### src/rtl/sprite_row_renderer.sv
// Scan-line renderer for one horizontal row of identical, scaled, optionally mirrored sprites.
// Bitmap contents come from the BITMAP parameter: row r occupies bits [r*W +: W], and bit c is column c.
module sprite_row_renderer #(
    parameter int SPRITE_WIDTH  = 16,
    parameter int SPRITE_HEIGHT = 8,
    parameter int SPRITE_SCALE  = 2,
    parameter int NUM_SPRITES   = 8,
    parameter int SPACING       = 8,
    parameter int NUM_FRAMES    = 2,
    parameter logic [NUM_FRAMES*SPRITE_HEIGHT*SPRITE_WIDTH-1:0] BITMAP = {
        16'h4422, 16'h2db4, 16'h1248, 16'h3ffc, 16'h366c, 16'h1ff8, 16'h0ff0, 16'h0660,
        16'h2814, 16'h1668, 16'h0990, 16'h3ffc, 16'h366c, 16'h1ff8, 16'h0ff0, 16'h0660},
    parameter int RES_H = 640,
    parameter int RES_V = 480,
    localparam int FW = (NUM_FRAMES > 1) ? $clog2(NUM_FRAMES) : 1,
    localparam int IW = (NUM_SPRITES > 1) ? $clog2(NUM_SPRITES) : 1,
    localparam int XW = $clog2(RES_H),
    localparam int YW = $clog2(RES_V)
) (
    input  logic                   clk,
    input  logic                   rst,
    input  logic                   start,
    input  logic [9:0]             spr_x,
    input  logic [9:0]             spr_y,
    input  logic [NUM_SPRITES-1:0] alive,
    input  logic [FW-1:0]          frame_sel,
    input  logic                   mirror,
    input  logic [XW-1:0]          pixel_x,
    input  logic [YW-1:0]          pixel_y,
    output logic                   spr_draw,
    output logic [IW-1:0]          spr_idx,
    output logic                   busy,
    output logic                   done
);
    localparam int CW   = (SPRITE_SCALE > 1) ? $clog2(SPRITE_SCALE) : 1;
    localparam int XCW  = (SPRITE_WIDTH > 1) ? $clog2(SPRITE_WIDTH) : 1;
    localparam int YCW  = (SPRITE_HEIGHT > 1) ? $clog2(SPRITE_HEIGHT) : 1;
    localparam int GW   = (SPACING > 1) ? $clog2(SPACING) : 1;
    localparam int ROWS = NUM_FRAMES * SPRITE_HEIGHT;
    localparam int RAW  = (ROWS > 1) ? $clog2(ROWS) : 1;

    typedef enum logic [2:0] {
        IDLE, START, AWAIT_ROW, AWAIT_POS, DRAW, GAP, NEXT_LINE
    } state_t;

    // Handshake: a start pulse is taken only while busy is low (IDLE); busy rises the
    // next cycle and stays high until the frame ends, when done pulses for one cycle.
    state_t                 state, state_n;
    logic [9:0]             x0_q, x0_n, y0_q, y0_n;
    logic [NUM_SPRITES-1:0] alive_q, alive_n;
    logic [FW-1:0]          frame_q, frame_n;
    logic                   mirror_q, mirror_n;
    logic [XCW-1:0]         x_q, x_n;
    logic [YCW-1:0]         y_q, y_n;
    logic [CW-1:0]          cnt_x_q, cnt_x_n, cnt_y_q, cnt_y_n;
    logic [GW-1:0]          cnt_gap_q, cnt_gap_n;
    logic [IW-1:0]          idx_q, idx_n;
    logic                   done_q, done_n;

    logic [SPRITE_WIDTH-1:0] rom [ROWS];
    logic [RAW-1:0]          row_addr;
    logic [XCW-1:0]          col;
    logic                    pix;

    always_comb begin
        for (int r = 0; r < ROWS; r++) begin
            rom[r] = BITMAP[r*SPRITE_WIDTH +: SPRITE_WIDTH];
        end
        row_addr = RAW'(frame_q) * RAW'(SPRITE_HEIGHT) + RAW'(y_q);
        col      = mirror_q ? XCW'(SPRITE_WIDTH - 1) - x_q : x_q;
        pix      = rom[row_addr][col];
    end

    always_comb begin
        state_n   = state;
        x0_n      = x0_q;
        y0_n      = y0_q;
        alive_n   = alive_q;
        frame_n   = frame_q;
        mirror_n  = mirror_q;
        x_n       = x_q;
        y_n       = y_q;
        cnt_x_n   = cnt_x_q;
        cnt_y_n   = cnt_y_q;
        cnt_gap_n = cnt_gap_q;
        idx_n     = idx_q;
        done_n    = 1'b0;
        case (state)
            IDLE: begin
                if (start) begin
                    state_n  = START;
                    x0_n     = spr_x;
                    y0_n     = spr_y;
                    alive_n  = alive;
                    frame_n  = frame_sel;
                    mirror_n = mirror;
                end
            end
            START: begin
                state_n = AWAIT_ROW;
                y_n     = '0;
                cnt_y_n = '0;
            end
            AWAIT_ROW: begin
                if (32'(pixel_y) == 32'(y0_q)) state_n = AWAIT_POS;
            end
            AWAIT_POS: begin
                if (32'(pixel_x) == 32'(x0_q)) begin
                    state_n   = DRAW;
                    x_n       = '0;
                    cnt_x_n   = '0;
                    idx_n     = '0;
                    cnt_gap_n = '0;
                end
            end
            DRAW: begin
                if (32'(cnt_x_q) == SPRITE_SCALE - 1) begin
                    cnt_x_n = '0;
                    if (32'(x_q) == SPRITE_WIDTH - 1) begin
                        x_n = '0;
                        if (32'(idx_q) < NUM_SPRITES - 1) begin
                            idx_n     = idx_q + 1'b1;
                            cnt_gap_n = '0;
                            state_n   = (SPACING == 0) ? DRAW : GAP;
                        end else if (32'(y_q) == SPRITE_HEIGHT - 1 &&
                                     32'(cnt_y_q) == SPRITE_SCALE - 1) begin
                            state_n = IDLE;
                            done_n  = 1'b1;
                        end else begin
                            state_n = NEXT_LINE;
                        end
                    end else begin
                        x_n = x_q + 1'b1;
                    end
                end else begin
                    cnt_x_n = cnt_x_q + 1'b1;
                end
            end
            GAP: begin
                if (32'(cnt_gap_q) == SPACING - 1) begin
                    state_n   = DRAW;
                    x_n       = '0;
                    cnt_x_n   = '0;
                    cnt_gap_n = '0;
                end else begin
                    cnt_gap_n = cnt_gap_q + 1'b1;
                end
            end
            NEXT_LINE: begin
                // pixel_x is already past x0, so AWAIT_POS matches on the next scan line
                state_n = AWAIT_POS;
                if (32'(cnt_y_q) == SPRITE_SCALE - 1) begin
                    cnt_y_n = '0;
                    y_n     = y_q + 1'b1;
                end else begin
                    cnt_y_n = cnt_y_q + 1'b1;
                end
            end
            default: state_n = IDLE;
        endcase
    end

    always_ff @(posedge clk or posedge rst) begin
        if (rst) begin
            state     <= IDLE;
            x0_q      <= '0;
            y0_q      <= '0;
            alive_q   <= '0;
            frame_q   <= '0;
            mirror_q  <= 1'b0;
            x_q       <= '0;
            y_q       <= '0;
            cnt_x_q   <= '0;
            cnt_y_q   <= '0;
            cnt_gap_q <= '0;
            idx_q     <= '0;
            done_q    <= 1'b0;
        end else begin
            state     <= state_n;
            x0_q      <= x0_n;
            y0_q      <= y0_n;
            alive_q   <= alive_n;
            frame_q   <= frame_n;
            mirror_q  <= mirror_n;
            x_q       <= x_n;
            y_q       <= y_n;
            cnt_x_q   <= cnt_x_n;
            cnt_y_q   <= cnt_y_n;
            cnt_gap_q <= cnt_gap_n;
            idx_q     <= idx_n;
            done_q    <= done_n;
        end
    end

    assign spr_draw = (state == DRAW) && alive_q[idx_q] && pix;
    assign spr_idx  = spr_draw ? idx_q : '0;
    assign busy     = (state != IDLE);
    assign done     = done_q;
endmodule

### config.mk
export PLATFORM = sky130hd
export DESIGN_NAME = sprite_row_renderer
export DESIGN_NICKNAME = d
export VERILOG_FILES = /design/src/rtl/sprite_row_renderer.sv
export SDC_FILE = /design/constraint.sdc
export NUM_CORES = 1
export LEC_CHECK = 0
export ABC_AREA = 1
export CELL_PAD_IN_SITES_DETAIL_PLACEMENT = 1
export CELL_PAD_IN_SITES_GLOBAL_PLACEMENT = 1
export CORE_MARGIN = 10
export CORE_UTILIZATION = 41
export CTS_CLUSTER_SIZE = 8
export DETAILED_ROUTE_END_ITERATION = 7
export GPL_TIMING_DRIVEN = 0
export PLACE_DENSITY_LB_ADDON = 0.1
export SKIP_LAST_GASP = 1
export SLEW_MARGIN = 20
export SYNTH_ARGS = -nofsm -noshare
export SYNTH_HDL_FRONTEND = slang
export SYNTH_SLANG_ARGS = --single-unit
export TNS_END_PERCENT = 5
### constraint.sdc
create_clock -name clk -period 5.6 [get_ports clk]
set_input_delay 1.4 -clock clk [delete_from_list [all_inputs] [get_ports clk]]
set_output_delay 1.4 -clock clk [all_outputs]
set_load 0.1 [all_outputs]
* Word-level counts from Yosys, hierarchy flattened
Memories as Yosys holds them, arrays and structs flattened.
Index checks and enable logic that the tools add are counted.
** Storage, ports and cells
- Memories kept :: 1
- Register bits after elaboration :: 49
- ROM bits :: 256
- Bits of input ports :: 52
** Cells by class
- Order comparisons :: 4
- Equal/unequal tests :: 19
- Bitwise logic cells :: 1
- Add/subtract/negate cells :: 8
- Mux-type cells :: 45
- Reduce and logical (&&, ||, !) cells :: 15
** Memories
- (no name shown) :: depth 16, bits a word 16, rd ports 1, clocked after memory_dff 0, wr ports 0, line 71 : pix = rom[row_addr][col];
** Operators by type and width (number)
- two-way mux 3 bit :: 18
- two-way mux 16 bit :: 2
- case mux 3 bit (7 select lines) :: 1
- two-way mux 4 bit :: 5
- != test 2 bit, second input constant :: 8
- equality test 3 bit, second input constant :: 5
- case mux 3 bit (2 select lines) :: 2
- case mux 4 bit (3 select lines) :: 1
- two-way mux 1 bit :: 11
- equality test 10 bit :: 1
- equality test 9 x 10 -> 1 bit :: 1
- AND reduction 5 bit :: 2
- adder 3 x 1 -> 3 bit, second input constant :: 3
- case mux 3 bit (3 select lines) :: 1
- equality test 3 x 2 -> 1 bit, second input constant :: 2
- AND reduction 6 bit :: 1
- nonzero test 3 bit :: 2
- >= comparator 5 bit, second input constant :: 1
- less-than comparator 4 x 5 -> 1 bit, second input constant :: 1
- inverter 4 -> 5 bit :: 1
- adder 4 x 1 -> 4 bit, second input constant :: 1
- adder 4 x 3 -> 4 bit :: 1
- binary-select mux 1 bit (select 4 bit) :: 1
- equality test 4 bit, second input constant :: 1
- other kinds (14) :: 19

* Depth between registers and ports, before layout
Gate-level depths: netlist of run 1.
- Word-level depth :: 9
- Mapped depth :: 12
- Gate-level depth less buffers :: 11

* Worst setup path before layout of run 1
OpenSTA, ideal clock, no wires.
- Kind :: register to output
- Start point :: reg y_q[0]
- End point :: out spr_idx[0]
- Cell stages (with the launch flop) :: 12
- Data required time :: 4200 ps
- Slack :: 1541 ps
- Data arrival time :: 2659 ps
- Cells stage by stage :: dfrtp_1 > inv_1 > ha_1 > inv_1 > nand2_1 > nand3_1 > nand3_1 > nand2_1 > nand3_1 > nand2_1 > nand3_1 > nor2_1
** On the way
- Longest elaborated chain between the ends :: 9
** Ends and longest elaborated chain
- start, declared :: line 54 : logic [YCW-1:0] y_q, y_n;
- start signal, assigned :: line 186 : y_q <= y_n;
- adder 4 x 3 -> 4 bit :: line 69 : row_addr = RAW'(frame_q) * RAW'(SPRITE_HEIGHT) + RAW'(y_q);
- inverter 4 -> 5 bit (implied by the code) :: line 71
- memory (16 x 16 bit)
- two-way mux 16 bit (implied by the code) (2 in a row) :: line 71
- binary-select mux 1 bit (select 4 bit) :: line 71
- two-way mux 1 bit (implied by the code) :: line 71
- logical AND 1 bit :: line 195 : assign spr_draw = (state == DRAW) && alive_q[idx_q] && pix;
- two-way mux 3 bit :: line 196 : assign spr_idx = spr_draw ? idx_q : '0;
- end, declared :: line 31 : output logic [IW-1:0] spr_idx,
No other way between the ends. The select of a mux whose other input is x is not followed.

* Final worst setup path of run 1
- Start point :: reg y_q[0]
- End point :: out spr_idx[2]
Same word-level chain as after synthesis.

==> results.toml, run 1 <==
[yosys]
synth_nets = 435
synth_top_cell_area_share_pct = 40.6
ys_ff_latch = 49
ys.flop_type = "dfrtp_1"
synthTopCellsByArea = "dfrtp_1 (41%), nand2_1 (10%), mux2_2 (7.5%), nor2_1 (6.1%), nand3_1 (4.8%)"
yosysTopAreaCell = "dfrtp_1"
synth_cell_types = 37
synth_edf_count = 0
synth.most_common_cell = "nand2_1"
synthCells = 373
async_flop_share_pct = 100
ys_seq_area_share_pct = 40.6
ys_warn_count = 0
yosys-top-cells-count = "nand2_1 (83), dfrtp_1 (49), nor2_1 (49), inv_1 (36), nand3_1 (29)"
netlist_area_um2 = 3020
synth.avg_cell_area_um2 = 8.09

[final_layout]
nFillCells = 899
multi_input_area_um2 = 1590
area_growth_pct = 26.5
final_core_util_pct = 52.9
layout.nets = 499
diodes = 0
drive_above_1_share_pct = 13.7
layoutNonFillerInstCount = 536
seq_area_um2 = 1230

[route]
via_per_inst = 5.02
antenna_left = 0
wire_per_inst_um = 14.9
wirelength_um = 7970
firstDrtPassIters = 4
drc = 0
vias = 2689
drt_iter0_markers = 46

[clock_network]
clock_latency_ns = 0.31
cts_tree = "done"
clockBufferDepth = 2
cts_setup_buffers = 0
cts_max_level = 2
cts_root_buf = "clkbuf_8"
ctsResizeCount = 0
cts.sinks = 49
cts_buffers = 5
clkTransAtPathRegs_ns = 0.09
postCtsHoldBufs = 0

[critical_path]
criticalPathCategory = "register to output pin"
cp-start-kind = "register"
cp.required_ns = 4.20
critPathCaptureType = "output pin"
reg2reg_slack_ns = 3.83
path_max_fanout = 6
arrival_ns = 3.34

[floorplanning]
die_area_um2 = 11200
fp.dieH_um = 106
ioPinCount = 58
die_w_um = 106
initial_utilization_pct = 41.8
num_rows = 31
design.core.area_um2 = 7210

[timing]
fin_ws_ns = 0.863
max_freq_mhz = 211
slew_violations = 0
tns_ns = 0
worst_pin_slew_ns = 0.995
whs_ns = 0.486
hold_viol_final = 0
setup_viol = 0
fin_crit_ns = 4.74
relSlewSlack_pct = 33.5
rsz0062_at_grt = "false"
timing.final.crit_share_pct = 84.6
finalClockSkew_ns = 0.00747

[place]
io_buffers = 57
pre_cts_ws_ns = 1.16
dpl.hpwl_um = 6350
dp_cells = 529
globalplace.congestion = 0.830

[run]
maxCapViolations = 0

[global_route]
antenna_found_initial = 0
globalRouteTotalUtil_pct = 14.7
use_met2_pct = 26.6
gr-max-usage-layer = "met2"
grt.overflow.total = 0
use_met1_pct = 16.3
met3_usage_pct = 4.69
grt_max_degree = 50
grt_pass1_wl_um = 13700
grt_pass1_vias = 3005

[worst_hold_path]
holdCritPathClass = "register to register"

[power]
vdd_drop_max_mv = 0.161
leakage_nw = 1.80
powerDensity_nw_per_um2 = 417

[status]
status = "completed"
-- metal layers --
layer,part of all wire (%),up-vias
met2,52,36
li1,-,1335
met4,1.0,0
met1,42,1312
met5,0,-
met3,5.1,6
-- where the power goes --
part	internal [mW]	switching, mW	leakage [nW]
Clock	0.130	0.120	0.0540
Sequential	0.490	0.102	0.606
Combinational	0.310	0.440	1.14
Total	0.930	0.662	1.80
-- sequential cells by signal (all words and copies together) (netlist names) --
| signal | flops |
|---|---|
| y0_q | 10 |
| frame_q | 1 |
| cnt_x_q | 1 |
| state | 3 |
| idx_q | 3 |
| cnt_y_q | 1 |
| done | 1 |
| x0_q | 10 |
| x_q | 4 |
| cnt_gap_q | 3 |
| y_q | 3 |
| alive_q | 8 |
| mirror_q | 1 |
-- cell type report --
class | instances | share of cell area, %
Buffer | 7 | 1.15
Multi-Input combinational cell | 274 | 41.5
Tap cell | 99 | 3.24
Sequential cell | 49 | 32.1
Inverter | 43 | 4.29
Clock inverter | 2 | 0.918
Clock buffer | 5 | 1.80
Timing Repair Buffer | 57 | 14.9
-- kinds of logic (layout without fill, tap and decap cells) --
kind of cell,Yosys count,after routing,share of synthesized area (%)
AOI/OAI and AO/OA,35,35,7.13
muxes,23,23,8.59
adders and majority gates,10,10,4.15
xor gates and xnor gates,12,12,3.73
and+or+nand+nor,194,194,29.0
buffers and inverters,50,114,6.80
DFF,49,49,40.6
-- critical path, stage by stage (launching register included) --
cell	delay [ns]
dfrtp_1	0.46
inv_1	0.09
ha_1	0.34
inv_1	0.09
nand2_1	0.05
nand3_1	0.15
nand3_1	0.10
nand3_1	0.08
nand3_1	0.09
nand2_1	0.09
nand3_1	0.19
nor2_1	0.16
clkdlybuf4s50_1	1.15
-- cell usage in the layout, fill, tap and decap left out, types with 2 or more instances in the layout --
cell type        count
buf_2                5
nand4_1             11
ha_1                10
a21oi_1             15
dfrtp_1             49
nor3_1               2
clkdlybuf4s50_1     57
nand3_1             29
xor2_1               4
mux2_2              20
mux2_1               3
nor2_4               2
nand3_2              3
o21ai_0             12
o22ai_1              3
nor2_2               4
inv_2                7
clkbuf_8             5
xnor2_1              7
or2_2                3
nand2_1             83
nor2_1              49
inv_1               35
-- stage by stage --
step	instance area, um^2	power [mW]
after floorplan	3020	1.14
after global placement	3710	1.32
after detailed placement	3710	1.36
after CTS	3820	1.61
after global routing	3820	1.73
final	3820	1.59
-- final timing paths --
kind	start	end	cells past startpoint
max reg2reg	x_q[0]	cnt_gap_q[0]	8
min	cnt_gap_q[1]	cnt_gap_q[1]	2
min reg2reg	cnt_gap_q[1]	cnt_gap_q[1]	2
min in group asynchronous	rst	frame_q	2
max	y_q[0]	spr_idx[2]	12
max in group asynchronous	rst	y0_q[0]	2
Power figures use the tool's default switching activity.
==> inputs of run 2 (changes only) <==
--- a/config.mk
+++ b/config.mk
@@ -9,7 +9,7 @@
 export CELL_PAD_IN_SITES_DETAIL_PLACEMENT = 1
 export CELL_PAD_IN_SITES_GLOBAL_PLACEMENT = 1
 export CORE_MARGIN = 10
-export CORE_UTILIZATION = 41
+export CORE_UTILIZATION = 38
 export CTS_CLUSTER_SIZE = 8
 export DETAILED_ROUTE_END_ITERATION = 7
 export GPL_TIMING_DRIVEN = 0
==> constraint.sdc (replaced) <==
create_clock -name clk -period 4.65 [get_ports clk]
set_input_delay 1.1625 -clock clk [delete_from_list [all_inputs] [get_ports clk]]
set_output_delay 1.1625 -clock clk [all_outputs]
set_load 0.1 [all_outputs]
==> run 2 against run 1 <==
- count of clock-buffer cells in the layout is the same
- final cell count grew 0.75%
- hold slack gained 0.018 ns
- routed wire length grew 3.3%
- global-route usage shrank 0.23 points
- register-to-register slack lost 1.0 ns
- worst setup slack lost 0.75 ns
- first-iteration DRC count shrank 8.7%
- total power grew 22%
- flip-flop and latch count is the same
- die area grew 6.4%
- critical path type unchanged
==> results.toml, run 2 (synthesis results as in run 1) <==
[status]
status = "completed"

[floorplanning]
die_area_um2 = 11900
ioPinCount = 58
num_rows = 32
design.core.area_um2 = 7730
initial_utilization_pct = 39.0
die_w_um = 109
fp.dieH_um = 109

[route]
vias = 2690
antenna_left = 0
firstDrtPassIters = 4
drt_iter0_markers = 42
drc = 0
wire_per_inst_um = 15.2
wirelength_um = 8230
via_per_inst = 4.98

[global_route]
grt_max_degree = 50
grt.overflow.total = 0
grt_pass1_wl_um = 13900
antenna_found_initial = 0
grt_pass1_vias = 2986
globalRouteTotalUtil_pct = 14.5

[critical_path]
cp-start-kind = "register"
crit_chain = "inv_1 -> ha_1 -> inv_1 -> nand2_1 -> nand3_1 -> nand3_1 -> nand3_1 -> nand3_1 -> nand2_1 -> nand3_1 -> nor2_1 -> clkdlybuf4s50_1"
r2r-start = "x_q[0]"
crit_buf_inv = 3
criticalPathCategory = "register to output pin"
cp.required_ns = 3.49
critPathCaptureType = "output pin"
r2r-end = "cnt_gap_q[2]"
path_max_fanout = 6
cpLargestDelayFamily = "buffers and inverters"
critPathMaxStageDelay_ns = 1.16
cp_slowest_cell = "clkdlybuf4s50_1"
cp_common_cell = "nand3_1"
reg2reg_depth = 8
arrival_ns = 3.37
reg2reg_slack_ns = 2.79

[power]
leakage_nw = 1.82
power_mw = 1.94
vdd_drop_max_mv = 0.171
powerDensity_nw_per_um2 = 505

[timing]
worst_pin_slew_ns = 0.995
slew_violations = 0
rsz0062_at_grt = "true"
relSlewSlack_pct = 33.4
finalClockSkew_ns = 0.00477
setup_viol = 0
hold_viol_final = 0
timing.final.crit_share_pct = 97.6
max_freq_mhz = 220
fin_crit_ns = 4.54

[final_layout]
final_common_cell = "nand2_1"
multi_input_area_um2 = 1590
diodes = 0
seq_area_um2 = 1230
largestRegisters = "x0_q x10, y0_q x10, alive_q x8"
layout_common_cells = "nand2_1 (83), clkdlybuf4s50_1 (56), nor2_1 (49), dfrtp_1 (49), inv_1 (35)"
layout.nets = 499
drive_above_1_share_pct = 13.9
area_growth_pct = 27.1
layoutNonFillerInstCount = 540
nFillCells = 933

[worst_hold_path]
hp-start = "cnt_gap_q[1]"
holdCritPathClass = "register to register"
hold_depth = 2
min_to = "cnt_gap_q[1]"

[clock_network]
cts_tree = "done"
postCtsHoldBufs = 0
clockBufferDepth = 2
cts_max_level = 2
cts_buffers = 5
cts.sinks = 49
clock_latency_ns = 0.31
clkTransAtPathRegs_ns = 0.10
cts_root_buf = "clkbuf_8"

[place]
globalplace.congestion = 0.813
io_buffers = 57
dpl.hpwl_um = 6350
dp_cells = 532

[run]
maxCapViolations = 0
[run 2: worst max path at each step]
stage / from / end / slack [ns] / cells past startpoint
after global placement: y_q[0] / spr_idx[2] / 0.49 / 12
after CTS: y_q[0] / spr_idx[0] / 0.02 / 12
final: y_q[0] / spr_idx[2] / 0.11 / 12
after floorplan: y_q[0] / spr_idx[0] / 0.83 / 11
after detailed placement: y_q[0] / spr_idx[0] / 0.41 / 12
after global routing: y_q[0] / spr_idx[2] / -0.12 / 12
[run 2: repair_timing]
| item | 4_1_cts | 5_1_grt |
|---|---|---|
| gates resized for setup | 0 | 1 |
| buffers inserted | 0 | 0 |
| endpoints found under the setup margin | 0 | 4 |
[run 2: where the power goes]
group / internal, mW / switching [mW]
clock: 0.161 / 0.160
combinational: 0.373 / 0.532
sequential: 0.590 / 0.120
total: 1.12 / 0.812
[run 2: worst min-delay path, delay by kind of cell, from the launching register on]
| family | cells | cell delay, ns |
|---|---|---|
| flops | 1 | 0.37 |
| simple gates | 2 | 0.11 |
[run 2: metal layers]
metal	vias up	GRT usage, %	part of all wire [%]
li1	1336	-	-
met1	1295	16.4	43
met2	49	25.3	49
met3	10	5.13	5.9
met4	0	3.95	1.7
met5	-	0	0
[run 2: area by class of cell]
type / count / area share, %
Buffer: 7 / 1.14
Clock buffer: 5 / 1.79
Clock inverter: 3 / 1.21
Inverter: 43 / 4.27
Multi-Input combinational cell: 274 / 41.3
Sequential cell: 49 / 32.0
Tap cell: 102 / 3.33
Timing Repair Buffer: 57 / 14.9
[run 2: stage by stage]
stage          setup TNS [ns]  setup slack, ns  util, %  hold WS, ns  instance area [um^2]
2_1_floorplan               0            0.829        -        0.446                  3020
3_3_place_gp                0            0.486     48.1        0.463                  3710
3_5_place_dp                0            0.405     48.1        0.487                  3720
4_1_cts                     0           0.0226     49.6        0.511                  3830
5_1_grt                -0.270           -0.122     49.6        0.542                  3830
6_report                    0            0.113     49.6        0.504                  3830
==> inputs of run 3 (changes only) <==
--- a/config.mk
+++ b/config.mk
@@ -9,11 +9,14 @@
 export CELL_PAD_IN_SITES_DETAIL_PLACEMENT = 1
 export CELL_PAD_IN_SITES_GLOBAL_PLACEMENT = 1
 export CORE_MARGIN = 10
-export CORE_UTILIZATION = 38
+export CORE_UTILIZATION = 40
+export CTS_BUF_LIST = sky130_fd_sc_hd__clkbuf_8
 export CTS_CLUSTER_SIZE = 8
 export DETAILED_ROUTE_END_ITERATION = 7
 export GPL_TIMING_DRIVEN = 0
 export PLACE_DENSITY_LB_ADDON = 0.1
+export SETUP_SLACK_MARGIN = 0.02
+export SKIP_CTS_REPAIR_TIMING = 1
 export SKIP_LAST_GASP = 1
 export SLEW_MARGIN = 20
 export SYNTH_ARGS = -nofsm -noshare
==> run 3 against run 2 <==
- critical path depth is the same
- clock skew rose by 0.0057 ns
- sequential power about the same
- count of clock-buffer cells in the layout did not move
- total power down 0.37%
- worst setup slack better by 0.064 ns
- global-route usage is 0.43 points lower
- critical path type unchanged
- largest power group unchanged
==> results.toml, run 3 (synthesis results as in run 1) <==
[floorplanning]
ioPinCount = 58
design.core.area_um2 = 7290
initial_utilization_pct = 41.4
num_rows = 31
fp.dieH_um = 107
die_w_um = 107
die_area_um2 = 11400

[final_layout]
final_core_util_pct = 52.5
layout_common_cells = "nand2_1 (83), clkdlybuf4s50_1 (56), nor2_1 (49), dfrtp_1 (49), inv_1 (35)"
layout.nets = 499
final_common_cell = "nand2_1"
nFillCells = 930
area_growth_pct = 27.0
drive_above_1_share_pct = 13.9
diodes = 0
largestRegisters = "x0_q x10, y0_q x10, alive_q x8"

[timing]
fin_crit_ns = 4.47
worst_pin_slew_ns = 0.983
rsz0062_at_grt = "true"
setup_viol = 0
finalClockSkew_ns = 0.0105
timing.final.crit_share_pct = 96.2
tns_ns = 0
max_freq_mhz = 224
slew_violations = 0
relSlewSlack_pct = 34.3
hold_viol_final = 0

[worst_hold_path]
hold_depth = 2
holdCritPathClass = "register to register"

[clock_network]
clkTransAtPathRegs_ns = 0.10
cts.sinks = 49
cts_max_level = 2
cts_root_buf = "clkbuf_8"
cts_buffers = 5
clock_latency_ns = 0.32
cts_tree = "done"
clockBufferDepth = 2

[route]
firstDrtPassIters = 4
wirelength_um = 7990
drt_iter0_markers = 71
antenna_left = 0
met3WireLength_um = 403
wl_met1_um = 3540
route.met2.wl_um = 3980
highest_layer = "met4"
wire_per_inst_um = 14.9
via_per_inst = 5.00
vias = 2685
drc = 0

[power]
vdd_drop_max_mv = 0.200
powerDensity_nw_per_um2 = 504
leakage_nw = 1.82

[global_route]
grt_pass1_wl_um = 13300
antenna_found_initial = 0
grt.overflow.total = 0
globalRouteTotalUtil_pct = 14.1
grt_pass1_vias = 2838
grt_max_degree = 50

[run]
maxCapViolations = 0

[place]
io_buffers = 57
globalplace.congestion = 0.829
dpl.hpwl_um = 6300

[critical_path]
arrival_ns = 3.31
criticalPathCategory = "register to output pin"
critPathCaptureType = "output pin"
cp.required_ns = 3.49
cp-start-kind = "register"
path_max_fanout = 6
reg2reg_slack_ns = 2.83
reg2reg_depth = 8

[status]
status = "completed"
## run 3: metrics by stage
step	hold slack, ns	total power, mW	cells	instance area [um^2]	setup slack (ns)
after floorplan	0.446	1.38	373	3020	0.829
after global placement	0.459	1.59	529	3710	0.483
after detailed placement	0.472	1.62	529	3710	0.465
after CTS	0.495	1.95	537	3830	0.108
after global routing	0.535	2.10	537	3830	-0.0994
final	0.490	1.93	537	3830	0.177
## run 3: final timing paths
check                             start      endpoint
setup reg to reg                 x_q[0]  cnt_gap_q[0]
hold reg to reg            cnt_gap_q[2]  cnt_gap_q[2]
max in group asynchronous           rst  cnt_gap_q[2]
min in group asynchronous           rst       frame_q
setup / recovery                 y_q[0]    spr_idx[2]
hold / removal             cnt_gap_q[2]  cnt_gap_q[2]
## run 3: final cells by class
class,count,area (um^2),share of cell area [%]
clock buffer,5,68.8,1.80
inverter,43,164,4.28
multi-input combinational,274,1590,41.4
tap,99,124,3.23
buffer,7,43.8,1.14
timing repair buffer,57,573,15.0
sequential,49,1230,32.0
clock inverter,3,46.3,1.21
## run 3: critical path: stages, from the launching register on
cell and delay (ns):
dfrtp_1 0.45, inv_1 0.09, ha_1 0.33, inv_1 0.09, nand2_1 0.06, nand3_1 0.14
nand3_1 0.10, nand2_1 0.08, nand3_1 0.07, nand3_1 0.08, nand3_1 0.19, nor2_1 0.17
clkdlybuf4s50_1 1.15
## run 3: where the power goes
part           internal, mW  leakage [nW]  switching, mW
Clock                 0.161        0.0543          0.159
Combinational         0.373          1.16          0.529
Sequential            0.590         0.606          0.117
## run 3: metal layers
layer | vias to the layer above | global-route usage [%]
met5 | - | 0
met4 | 0 | 3.29
met3 | 7 | 4.61
met2 | 45 | 24.4
met1 | 1297 | 16.5
li1 | 1336 | -
